--- config.mk ---
export PLATFORM = sky130hd
export DESIGN_NAME = dma_ctrl
export DESIGN_NICKNAME = d
export VERILOG_FILES = /design/src/rtl/dma_ctrl_pkg.sv /design/src/rtl/dma_addr_cnt.sv /design/src/rtl/dma_ctrl.sv
export SDC_FILE = /design/constraint.sdc
export NUM_CORES = 1
export LEC_CHECK = 0
export BUFFER_PORTS_ARGS = -buffer_cell sky130_fd_sc_hd__buf_2
export CAP_MARGIN = 40
export CORE_MARGIN = 2
export CORE_UTILIZATION = 45
export DETAILED_ROUTE_END_ITERATION = 12
export PLACE_DENSITY_LB_ADDON = 0.3
export SLEW_MARGIN = 20
export SYNTH_ARGS = -nofsm -noshare
export SYNTH_HDL_FRONTEND = slang
export SYNTH_SLANG_ARGS = --single-unit
export TNS_END_PERCENT = 10
--- constraint.sdc ---
create_clock -name clk -period 2.08 [get_ports clk]
set_clock_uncertainty 0.1 [all_clocks]
set_input_delay 0.208 -clock clk [delete_from_list [all_inputs] [get_ports clk]]
set_output_delay 0.208 -clock clk [all_outputs]
set_load 0.05 [all_outputs]
--- src/rtl/dma_ctrl_pkg.sv ---
// Shared types and default widths for the dma_ctrl transfer engine.
package dma_ctrl_pkg;

    localparam int DMA_ADDR_W = 16;
    localparam int DMA_DATA_W = 16;
    localparam int DMA_CNT_W  = 8;
    localparam int DMA_BURST  = 4;

    typedef enum logic [2:0] {
        ST_IDLE  = 3'd0,
        ST_REQ   = 3'd1,
        ST_READ  = 3'd2,
        ST_WRITE = 3'd3,
        ST_REL   = 3'd4
    } dma_state_e;

    // The bus request is held across the whole tenure, including retries after a lost grant.
    function automatic logic holds_bus(input dma_state_e s);
        return (s == ST_REQ) || (s == ST_READ) || (s == ST_WRITE);
    endfunction

endpackage

--- src/rtl/dma_addr_cnt.sv ---
// Loadable address incrementer; the next value is exported so the owner can register it onto the bus.
module dma_addr_cnt
    import dma_ctrl_pkg::*;
#(
    parameter int ADDR_W = DMA_ADDR_W
) (
    input  logic              clk_i,
    input  logic              rst_n_i,
    input  logic              load_i,
    input  logic              inc_i,
    input  logic [ADDR_W-1:0] load_val_i,
    output logic [ADDR_W-1:0] addr_nxt_o
);

    logic [ADDR_W-1:0] addr_q;
    logic [ADDR_W-1:0] addr_d;

    // Next address: load wins over increment; increment wraps modulo 2^ADDR_W.
    always_comb begin
        addr_d = addr_q;
        if (load_i) begin
            addr_d = load_val_i;
        end else if (inc_i) begin
            addr_d = addr_q + ADDR_W'(1'b1);
        end else begin
            addr_d = addr_q;
        end
    end

    // Address register.
    always_ff @(posedge clk_i or negedge rst_n_i) begin
        if (!rst_n_i) begin
            addr_q <= {ADDR_W{1'b0}};
        end else begin
            addr_q <= addr_d;
        end
    end

    assign addr_nxt_o = addr_d;

endmodule

--- src/rtl/dma_ctrl.sv ---
// Single-channel DMA engine owning the DMA side of the bus arbitration handshake.
// Optional periodic bus release every BURST words is compiled in with DMA_BURST_LIMIT_EN.
module dma_ctrl
    import dma_ctrl_pkg::*;
#(
    parameter int ADDR_W = DMA_ADDR_W,
    parameter int DATA_W = DMA_DATA_W,
    parameter int CNT_W  = DMA_CNT_W,
    parameter int BURST  = DMA_BURST
) (
    input  logic              clk,
    input  logic              reset,
    input  logic              start,
    input  logic [ADDR_W-1:0] src_addr,
    input  logic [ADDR_W-1:0] dst_addr,
    input  logic [CNT_W-1:0]  xfer_cnt,
    output logic              busy,
    output logic              done_irq,
    output logic              dma_breq,
    input  logic              dma_grant,
    output logic [ADDR_W-1:0] bus_addr,
    output logic              bus_rd,
    output logic              bus_wr,
    output logic [DATA_W-1:0] bus_wdata,
    input  logic [DATA_W-1:0] bus_rdata,
    input  logic              bus_ack,
    input  logic              scan_in0,
    input  logic              scan_en,
    output logic              scan_out0
);

    localparam logic [CNT_W-1:0] CNT_ZERO = {CNT_W{1'b0}};
    localparam logic [CNT_W-1:0] CNT_ONE  = CNT_W'(1'b1);

    if (BURST < 1) begin : g_burst_check
        $error("dma_ctrl: BURST must be at least 1");
    end

    dma_state_e        state_q, state_d;
    logic [CNT_W-1:0]  cnt_q, cnt_d;
    logic [DATA_W-1:0] data_q, data_d;
    logic              load_s, inc_s, done_d;
    logic [ADDR_W-1:0] src_nxt_s, dst_nxt_s;

    logic              busy_q, busy_d, done_q, breq_q, breq_d;
    logic              rd_q, rd_d, wr_q, wr_d, scan_q, scan_d;
    logic [ADDR_W-1:0] addr_q, addr_d;
    logic [DATA_W-1:0] wdata_q, wdata_d;

`ifdef DMA_BURST_LIMIT_EN
    localparam int BCW = $clog2(BURST + 1);
    localparam logic [BCW-1:0] BURST_MAX = BCW'(BURST);
    logic [BCW-1:0] burst_q, burst_d;
`endif

    dma_addr_cnt #(.ADDR_W(ADDR_W)) u_src_cnt (
        .clk_i      (clk),
        .rst_n_i    (reset),
        .load_i     (load_s),
        .inc_i      (inc_s),
        .load_val_i (src_addr),
        .addr_nxt_o (src_nxt_s)
    );

    dma_addr_cnt #(.ADDR_W(ADDR_W)) u_dst_cnt (
        .clk_i      (clk),
        .rst_n_i    (reset),
        .load_i     (load_s),
        .inc_i      (inc_s),
        .load_val_i (dst_addr),
        .addr_nxt_o (dst_nxt_s)
    );

    // Transfer sequencing: state, remaining count, data and burst bookkeeping.
    always_comb begin
        state_d = state_q;
        cnt_d   = cnt_q;
        data_d  = data_q;
        load_s  = 1'b0;
        inc_s   = 1'b0;
        done_d  = 1'b0;
`ifdef DMA_BURST_LIMIT_EN
        burst_d = burst_q;
`endif
        case (state_q)
            ST_IDLE: begin
                if (start && (xfer_cnt != CNT_ZERO)) begin
                    load_s  = 1'b1;
                    cnt_d   = xfer_cnt;
                    state_d = ST_REQ;
`ifdef DMA_BURST_LIMIT_EN
                    burst_d = {BCW{1'b0}};
`endif
                end else if (start) begin
                    done_d = 1'b1;
                end else begin
                    state_d = ST_IDLE;
                end
            end
            ST_REQ: begin
                if (dma_grant) begin
                    state_d = ST_READ;
                end else begin
                    state_d = ST_REQ;
                end
            end
            ST_READ: begin
                if (bus_ack) begin
                    data_d  = bus_rdata;
                    state_d = ST_WRITE;
                end else if (!dma_grant) begin
                    state_d = ST_REQ;
                end else begin
                    state_d = ST_READ;
                end
            end
            ST_WRITE: begin
                if (bus_ack) begin
                    inc_s = 1'b1;
                    cnt_d = (cnt_q != CNT_ZERO) ? (cnt_q - CNT_ONE) : CNT_ZERO;
`ifdef DMA_BURST_LIMIT_EN
                    burst_d = burst_q + BCW'(1'b1);
`endif
                    if (cnt_d == CNT_ZERO) begin
                        state_d = ST_REL;
                        done_d  = 1'b1;
                    end
`ifdef DMA_BURST_LIMIT_EN
                    else if (burst_d == BURST_MAX) begin
                        state_d = ST_REL;
                    end
`endif
                    else begin
                        state_d = ST_READ;
                    end
                end else if (!dma_grant) begin
                    // Counters untouched: the whole word is retried after regrant.
                    state_d = ST_REQ;
                end else begin
                    state_d = ST_WRITE;
                end
            end
            ST_REL: begin
`ifdef DMA_BURST_LIMIT_EN
                burst_d = {BCW{1'b0}};
`endif
                state_d = (cnt_q == CNT_ZERO) ? ST_IDLE : ST_REQ;
            end
            default: begin
                state_d = ST_IDLE;
            end
        endcase
    end

    // Output decode from the next state so every bus output comes straight from a flop.
    always_comb begin
        busy_d  = (state_d != ST_IDLE);
        breq_d  = holds_bus(state_d);
        rd_d    = (state_d == ST_READ);
        wr_d    = (state_d == ST_WRITE);
        addr_d  = {ADDR_W{1'b0}};
        wdata_d = {DATA_W{1'b0}};
        if (state_d == ST_READ) begin
            addr_d = src_nxt_s;
        end else if (state_d == ST_WRITE) begin
            addr_d  = dst_nxt_s;
            wdata_d = data_d;
        end else begin
            addr_d = {ADDR_W{1'b0}};
        end
        scan_d = scan_en ? scan_in0 : 1'b0;
    end

    // Control state, count, data and burst registers.
    always_ff @(posedge clk or negedge reset) begin
        if (!reset) begin
            state_q <= ST_IDLE;
            cnt_q   <= CNT_ZERO;
            data_q  <= {DATA_W{1'b0}};
`ifdef DMA_BURST_LIMIT_EN
            burst_q <= {BCW{1'b0}};
`endif
        end else begin
            state_q <= state_d;
            cnt_q   <= cnt_d;
            data_q  <= data_d;
`ifdef DMA_BURST_LIMIT_EN
            burst_q <= burst_d;
`endif
        end
    end

    // Registered outputs.
    always_ff @(posedge clk or negedge reset) begin
        if (!reset) begin
            busy_q  <= 1'b0;
            done_q  <= 1'b0;
            breq_q  <= 1'b0;
            rd_q    <= 1'b0;
            wr_q    <= 1'b0;
            addr_q  <= {ADDR_W{1'b0}};
            wdata_q <= {DATA_W{1'b0}};
            scan_q  <= 1'b0;
        end else begin
            busy_q  <= busy_d;
            done_q  <= done_d;
            breq_q  <= breq_d;
            rd_q    <= rd_d;
            wr_q    <= wr_d;
            addr_q  <= addr_d;
            wdata_q <= wdata_d;
            scan_q  <= scan_d;
        end
    end

    assign busy      = busy_q;
    assign done_irq  = done_q;
    assign dma_breq  = breq_q;
    assign bus_rd    = rd_q;
    assign bus_wr    = wr_q;
    assign bus_addr  = addr_q;
    assign bus_wdata = wdata_q;
    assign scan_out0 = scan_q;

endmodule

# Word-level counts from Yosys, hierarchy flattened

Index checks and enable logic that the tools add are counted.

Bits in registers: 97
Bits in latches: 0
Bits in writable memories: 0
Memory bits (read-only): 0
Output and inout port bits: 38
Logic and storage cells: 69
Memories: 0

Add/sub/neg operators: 3
$mul: 0
Divide/modulo/power cells: 0
$lt $le $gt $ge: 0
Equality and inequality tests: 9
Shifts and indexed selects: 0
Mux-type cells: 33
Bitwise operators: 0
Reductions and logical operators: 11

Operators by type and width:

| cell                                                | number |
|---|---|
| two-way mux 16 bit                                  | 10 |
| adder 16 x 1 -> 16 bit, second input constant       | 2 |
| two-way mux 8 bit                                   | 3 |
| logical NOT 8 bit                                   | 2 |
| one-hot mux 8 bit (2 select lines)                  | 1 |
| nonzero test 8 bit                                  | 2 |
| one-hot mux 3 bit (5 select lines)                  | 1 |
| equality test 3 x 2 -> 1 bit, second input constant | 4 |
| two-way mux 3 bit                                   | 4 |
| two-way mux 1 bit                                   | 10 |
| subtractor 8 x 1 -> 8 bit, second input constant    | 1 |
| equality test 3 x 1 -> 1 bit, second input constant | 2 |
| two-way mux 2 bit                                   | 3 |
| inequality test 2 bit, second input constant        | 2 |
| equality test 3 bit, second input constant          | 1 |
| logical NOT 3 bit                                   | 1 |
| AND reduction 3 bit                                 | 1 |
| nonzero test 3 bit                                  | 1 |
| logical OR 1 bit                                    | 2 |
| one-hot mux 1 bit (2 select lines)                  | 1 |
| nonzero test 2 bit                                  | 1 |
| logical AND 1 bit                                   | 1 |

# Longest topological paths before layout

Word-level depth: 9
Depth in mapped cells: 10

# By module

Synthesis repeated with hierarchy kept, for this count alone.

Cells, all modules: 455
Area total of the unflattened synthesis: 4654.5 µm²

By module, submodules not included:

| module                   | instances | cells an instance | area an instance (µm²) | seq. area each (µm²) |
|---|---|---|---|---|
| dma_ctrl                 | 1         | 264               | 2854.0                 | 1626.6 |
| dma_addr_cnt (u_src_cnt) | 1         | 98                | 929.6                  | 400.4 |
| dma_addr_cnt (u_dst_cnt) | 1         | 93                | 870.8                  | 400.4 |

# Worst setup path before layout

Ideal clock, no wire load.

Path type: flip-flop to flip-flop
Start: register cnt_q[0]
End: register addr_q[10] (netlist: bus_addr[10])
Data arrival time: 1.973 ns
Required time: 1.859 ns
Path slack: -0.114 ns
Stages on the path, launching flop included: 11
Path buffers: 1
Period minus slack after synthesis: 2.194 ns
Cells stage by stage: dfrtp_1 inv_1 ha_1 nor2b_1 a31oi_1 o31ai_1 bufinv_8 nand2_4 inv_2 buf_4 a22o_1

Cells in the longest elaborated chain, start to end: 9
Elaborated cells on any way between the ends: 13
Those cells by class: add/sub: 1; eq/ne: 2; mux: 7; reduce/logical: 3

RTL lines:

| item                                                                   | line            | text |
|---|---|---|
| start, declared                                                        | dma_ctrl.sv:40  | `logic [CNT_W-1:0] cnt_q, cnt_d;` |
| start signal, assigned                                                 | dma_ctrl.sv:185 | `cnt_q <= cnt_d;` |
| subtractor 8 x 1 -> 8 bit / nonzero test 8 bit (equally long branches) | dma_ctrl.sv:120 | `cnt_d = (cnt_q != CNT_ZERO) ? (cnt_q - CNT_ONE) : CNT_ZERO;` |
| two-way mux 8 bit                                                      | dma_ctrl.sv:120 |  |
| logical NOT 8 bit                                                      | dma_ctrl.sv:124 | `if (cnt_d == CNT_ZERO) begin` |
| two-way mux 3 bit                                                      | dma_ctrl.sv:124 |  |
| two-way mux 3 bit                                                      | dma_ctrl.sv:118 | `if (bus_ack) begin` |
| one-hot mux 3 bit (5 select lines) *                                   | dma_ctrl.sv:85  | `case (state_q)` |
| equality test 3 x 2 -> 1 bit *                                         | -               |  |
| via wr_d                                                               | dma_ctrl.sv:46  | `logic rd_q, rd_d, wr_q, wr_d, scan_q, scan_d;` |
| two-way mux 16 bit *                                                   | dma_ctrl.sv:165 | `end else if (state_d == ST_WRITE) begin` |
| two-way mux 16 bit *                                                   | dma_ctrl.sv:163 | `if (state_d == ST_READ) begin` |
| via addr_d[10]                                                         | dma_ctrl.sv:47  | `logic [ADDR_W-1:0] addr_q, addr_d;` |
| end signal, assigned                                                   | dma_ctrl.sv:201 | `addr_q <= {ADDR_W{1'b0}};` |
| end signal, assigned                                                   | dma_ctrl.sv:210 | `addr_q <= addr_d;` |
| end, declared                                                          | dma_ctrl.sv:47  |  |

The timed path passes the listed nets; every way through them passes the cells marked *.
A chain may end at the register's enable or synchronous reset.

# Final worst setup path

Start: register state_q[1]
End: register addr_q[2] (netlist: bus_addr[2])

Elaborated cells on any way between the ends: 18
Those cells by class: eq/ne: 6; mux: 11; reduce/logical: 1

RTL lines:

| item                         | line               | text |
|---|---|---|
| start, declared              | dma_ctrl.sv:39     | `dma_state_e state_q, state_d;` |
| start signal, assigned       | dma_ctrl.sv:184    | `state_q <= state_d;` |
| equality test 3 x 2 -> 1 bit | dma_ctrl.sv:85     |  |
| two-way mux 1 bit            | dma_ctrl.sv:85     |  |
| two-way mux 16 bit           | dma_addr_cnt.sv:23 | `end else if (inc_i) begin` |
| two-way mux 16 bit *         | dma_addr_cnt.sv:21 | `if (load_i) begin` |
| via src_nxt_s[2]             | dma_ctrl.sv:43     | `logic [ADDR_W-1:0] src_nxt_s, dst_nxt_s;` |
| two-way mux 16 bit *         | dma_ctrl.sv:163    |  |
| via addr_d[2]                | dma_ctrl.sv:47     |  |

Marked as above.

==> metrics.txt <==
outcome finished, final reports clean; setup violators final 0; RSZ-0062 raised after global routing true; DIE WIDTH between 100 and 150 um; Layout Utilization ~62%; max_cap viols 0; number of global-route vias before repair roughly 3800; commonest cells in the netlist 97 x dfrtp_1, 35 x nand2_1, 29 x nor2_1, 29 x o21ai_0, 20 x a21oi_1; H-tree depth 3; Reg power frac 35.6%; Worst Path Arrival 2240 ps; fin nets approximately 650; count of filler cells inserted in the layout ~820; Layout Cells excl Fill around 700; Iter 0 DRT Violations roughly 140; Detailed Route WL 11100 um; Fmax 483 MHz; port buffer count 100; Final Hold Slack between 9 and 10 ps; Worst EP required ~2300 ps; area leader, netlist dfrtp_1; Net Sw Power between 4 and 5 mW; Synthesis Warnings 0; FF+latch count, synth a little under 100; Synth top area share between 50% and 60%; Post-Synth XOR/XNOR Area under 10%; Worst slew margin a little under three fifths; final critical-path share of the clock period 99.5%; antenna-violating nets left 0; Hold/Removal Path Class input port to register; final hold violations 0; Seq. cell area 2430 um^2; worst setup path startpoint state_q[1]; CP endpoint bus_addr[2]; Synth Area in Simple Gates between 10% and 20%; sequential-to-total area share from yosys stat a little over half; Crit Path Max Fanout 14; estimated wirelength of the detail-placed design ~7700 um; Tmin final ~2100 ps; pin count of the biggest net entering global routing 45; I/O Pins ~100; Comb pwr share between 50% and 60%; placed cell count 660; syn nets 480; Clock transition at path regs ~90 ps; share of cells above drive strength 1 34.2%; clock latency on the worst-skew pair around 380 ps; Worst-Margin Slew between 600 and 700 ps; die area ~11000 um^2; Worst R2R Path Depth 6; Mean Syn Cell Area between 10 and 15 um^2; post-synthesis adder-cell area fraction less than 1%; Placed Instance Area around 5400 um^2; hold depth 3; clock network power share between 10 and 15%; first-pass GRT wire length 18600 um; Avg WL per Cell approximately 16 um; setup TNS 0 ps; Antenna Cells 0; multi-input logic area about 2000 um^2; top-count cell post-synth dfrtp_1; root buffer cell clkbuf_8; Sw Share between 40% and 50%; Pwr Density between 1000 and 1500 nW/um^2; largest family of logic cells by synthesized area simple AND/OR/NAND/NOR gates; core area 9770 um^2; antenna violations before repair 0; Setup CP Type register to register; ranking of synthesized cells by area dfrtp_1 54%, mux2_2 4.2%, xnor2_1 3.3%; CTS max path bufs 2; EDFF count, synth 0; CTS Buf Count 9; leakage power total between 2 and 3 nW; Worst setup EP type register; post-synthesis compound-gate area fraction a little over an eighth; CTS tree built; Async SR Flop Fraction 100%; Int Pwr a little over 5 mW; initial core utilization a little under half; Reg2Reg Setup Slack between 10 and 15 ps; post-synthesis mux area share 4.45%; Syn Inst Count 414; Design Area, Final 6070 um^2; Post-Syn Area between 4000 and 5000 um^2; Total GRT Usage 21.4%; Via Count approximately 3700; row count 36; Worst setup SP type register; Netlist cell types 58; CTS Sinks 97; Placer Congestion between 0.8 and 0.9; Slew Viols, Final 0; grt ovf 0; die height between 100 and 150 um; Layout area overhead 33.9%; Worst VDD drop about 0.66 mV; via density per instance 5.23; top_reg_cell synth dfrtp_1; r2r endpoint bus_addr[2]; DRC 0; R2R Path Start state_q[1]; DRT Pass-1 Iters 4
[worst min-delay path by stage]
stage	slack, ps	start	endpoint
floorplan	-190	reset	bus_addr[0]
global placement	130	reset	cnt_q[5]
detailed placement	130	reset	cnt_q[5]
CTS	0.02	dst_addr[6]	u_dst_cnt.addr_q[6]
global route	7	src_addr[7]	u_src_cnt.addr_q[7]
finish	9	dst_addr[6]	u_dst_cnt.addr_q[6]
[worst max-delay path, cell delays in order (launching register included)]
cell and delay, ps:
dfrtp_1 410, or4b_4 590, a21oi_4 200, buf_4 160, clkbuf_16 150, o21ai_0 110
a22o_1 230
[power groups by stage]
stage	Clock, mW	Sequential [mW]	Combinational, mW
floorplan	0	4.19	2.13
global placement	0	3.21	4.22
detailed placement	0	3.24	4.31
CTS	1.34	3.22	4.40
global route	1.41	3.33	4.93
finish	1.30	3.23	4.54
[through the flow]
stage / setup slack, ps / power [mW]
global route: -81.1 / 9.68
detailed placement: -64.2 / 7.55
CTS: 18.4 / 8.96
finish: 10.3 / 9.08
floorplan: -14.5 / 6.32
global placement: 13.4 / 7.43
[sequential cells by signal, summed over array words and instances (netlist names), 3 cells and up]
signal	count
u_src_cnt.addr_q	16
bus_addr	16
cnt_q	8
bus_wdata	16
data_q	16
state_q	3
u_dst_cnt.addr_q	16
[logic make-up (layout without fill, tap and decap cells)]
| family | after synthesis | in the layout |
|---|---|---|
| mux | 18 | 18 |
| fa+ha+maj | 3 | 3 |
| buf+inv | 32 | 202 |
| flops | 97 | 97 |
| simple gates | 152 | 152 |
| compound gates | 87 | 87 |
| xor+xnor | 25 | 25 |
[layout make-up]
cell class,instances,area share (%)
Timing Repair Buffer,172,20.0
Tap cell,133,2.74
Inverter,14,1.18
Clock inverter,6,1.16
Sequential cell,97,40.0
Multi-Input combinational cell,285,32.6
Clock buffer,10,2.27
[repair_timing]
item,CTS,global route
hold endpoints to repair,77,1
gates resized for setup,2,19
endpoints found under the setup margin,11,36
pin swaps,2,8
gates cloned,0,1
buffers inserted,0,2
hold buffers,37,1
[placed cells by master, fill, tap and decap left out, drive strengths merged, types with 3 or more instances in the layout]
cell type,n
buf,133
dfrtp,97
dlygate4sd3,38
nand2,38
nor2,29
o21ai,29
a21oi,21
and3,18
xnor2,17
mux2,17
nand3,17
nor3,16
inv,16
clkbuf,11
a22o,10
nor4,9
xor2,8
a31oi,7
nand4,5
or3,4
o2bb2ai,3
nand3b,3
o31ai,3
o22ai,3
ha,3
[metal layers]
layer	vias to the layer above	part of all wire, %	routed length (um)	global-route usage (%)
li1	1805	-	-	-
met1	1839	45	4990	28.8
met2	86	50	5550	34.8
met3	17	3.6	398	3.95
met4	0	1.8	197	7.43
met5	-	0	0	0
Note: power is estimated with default switching activity, not from simulation.
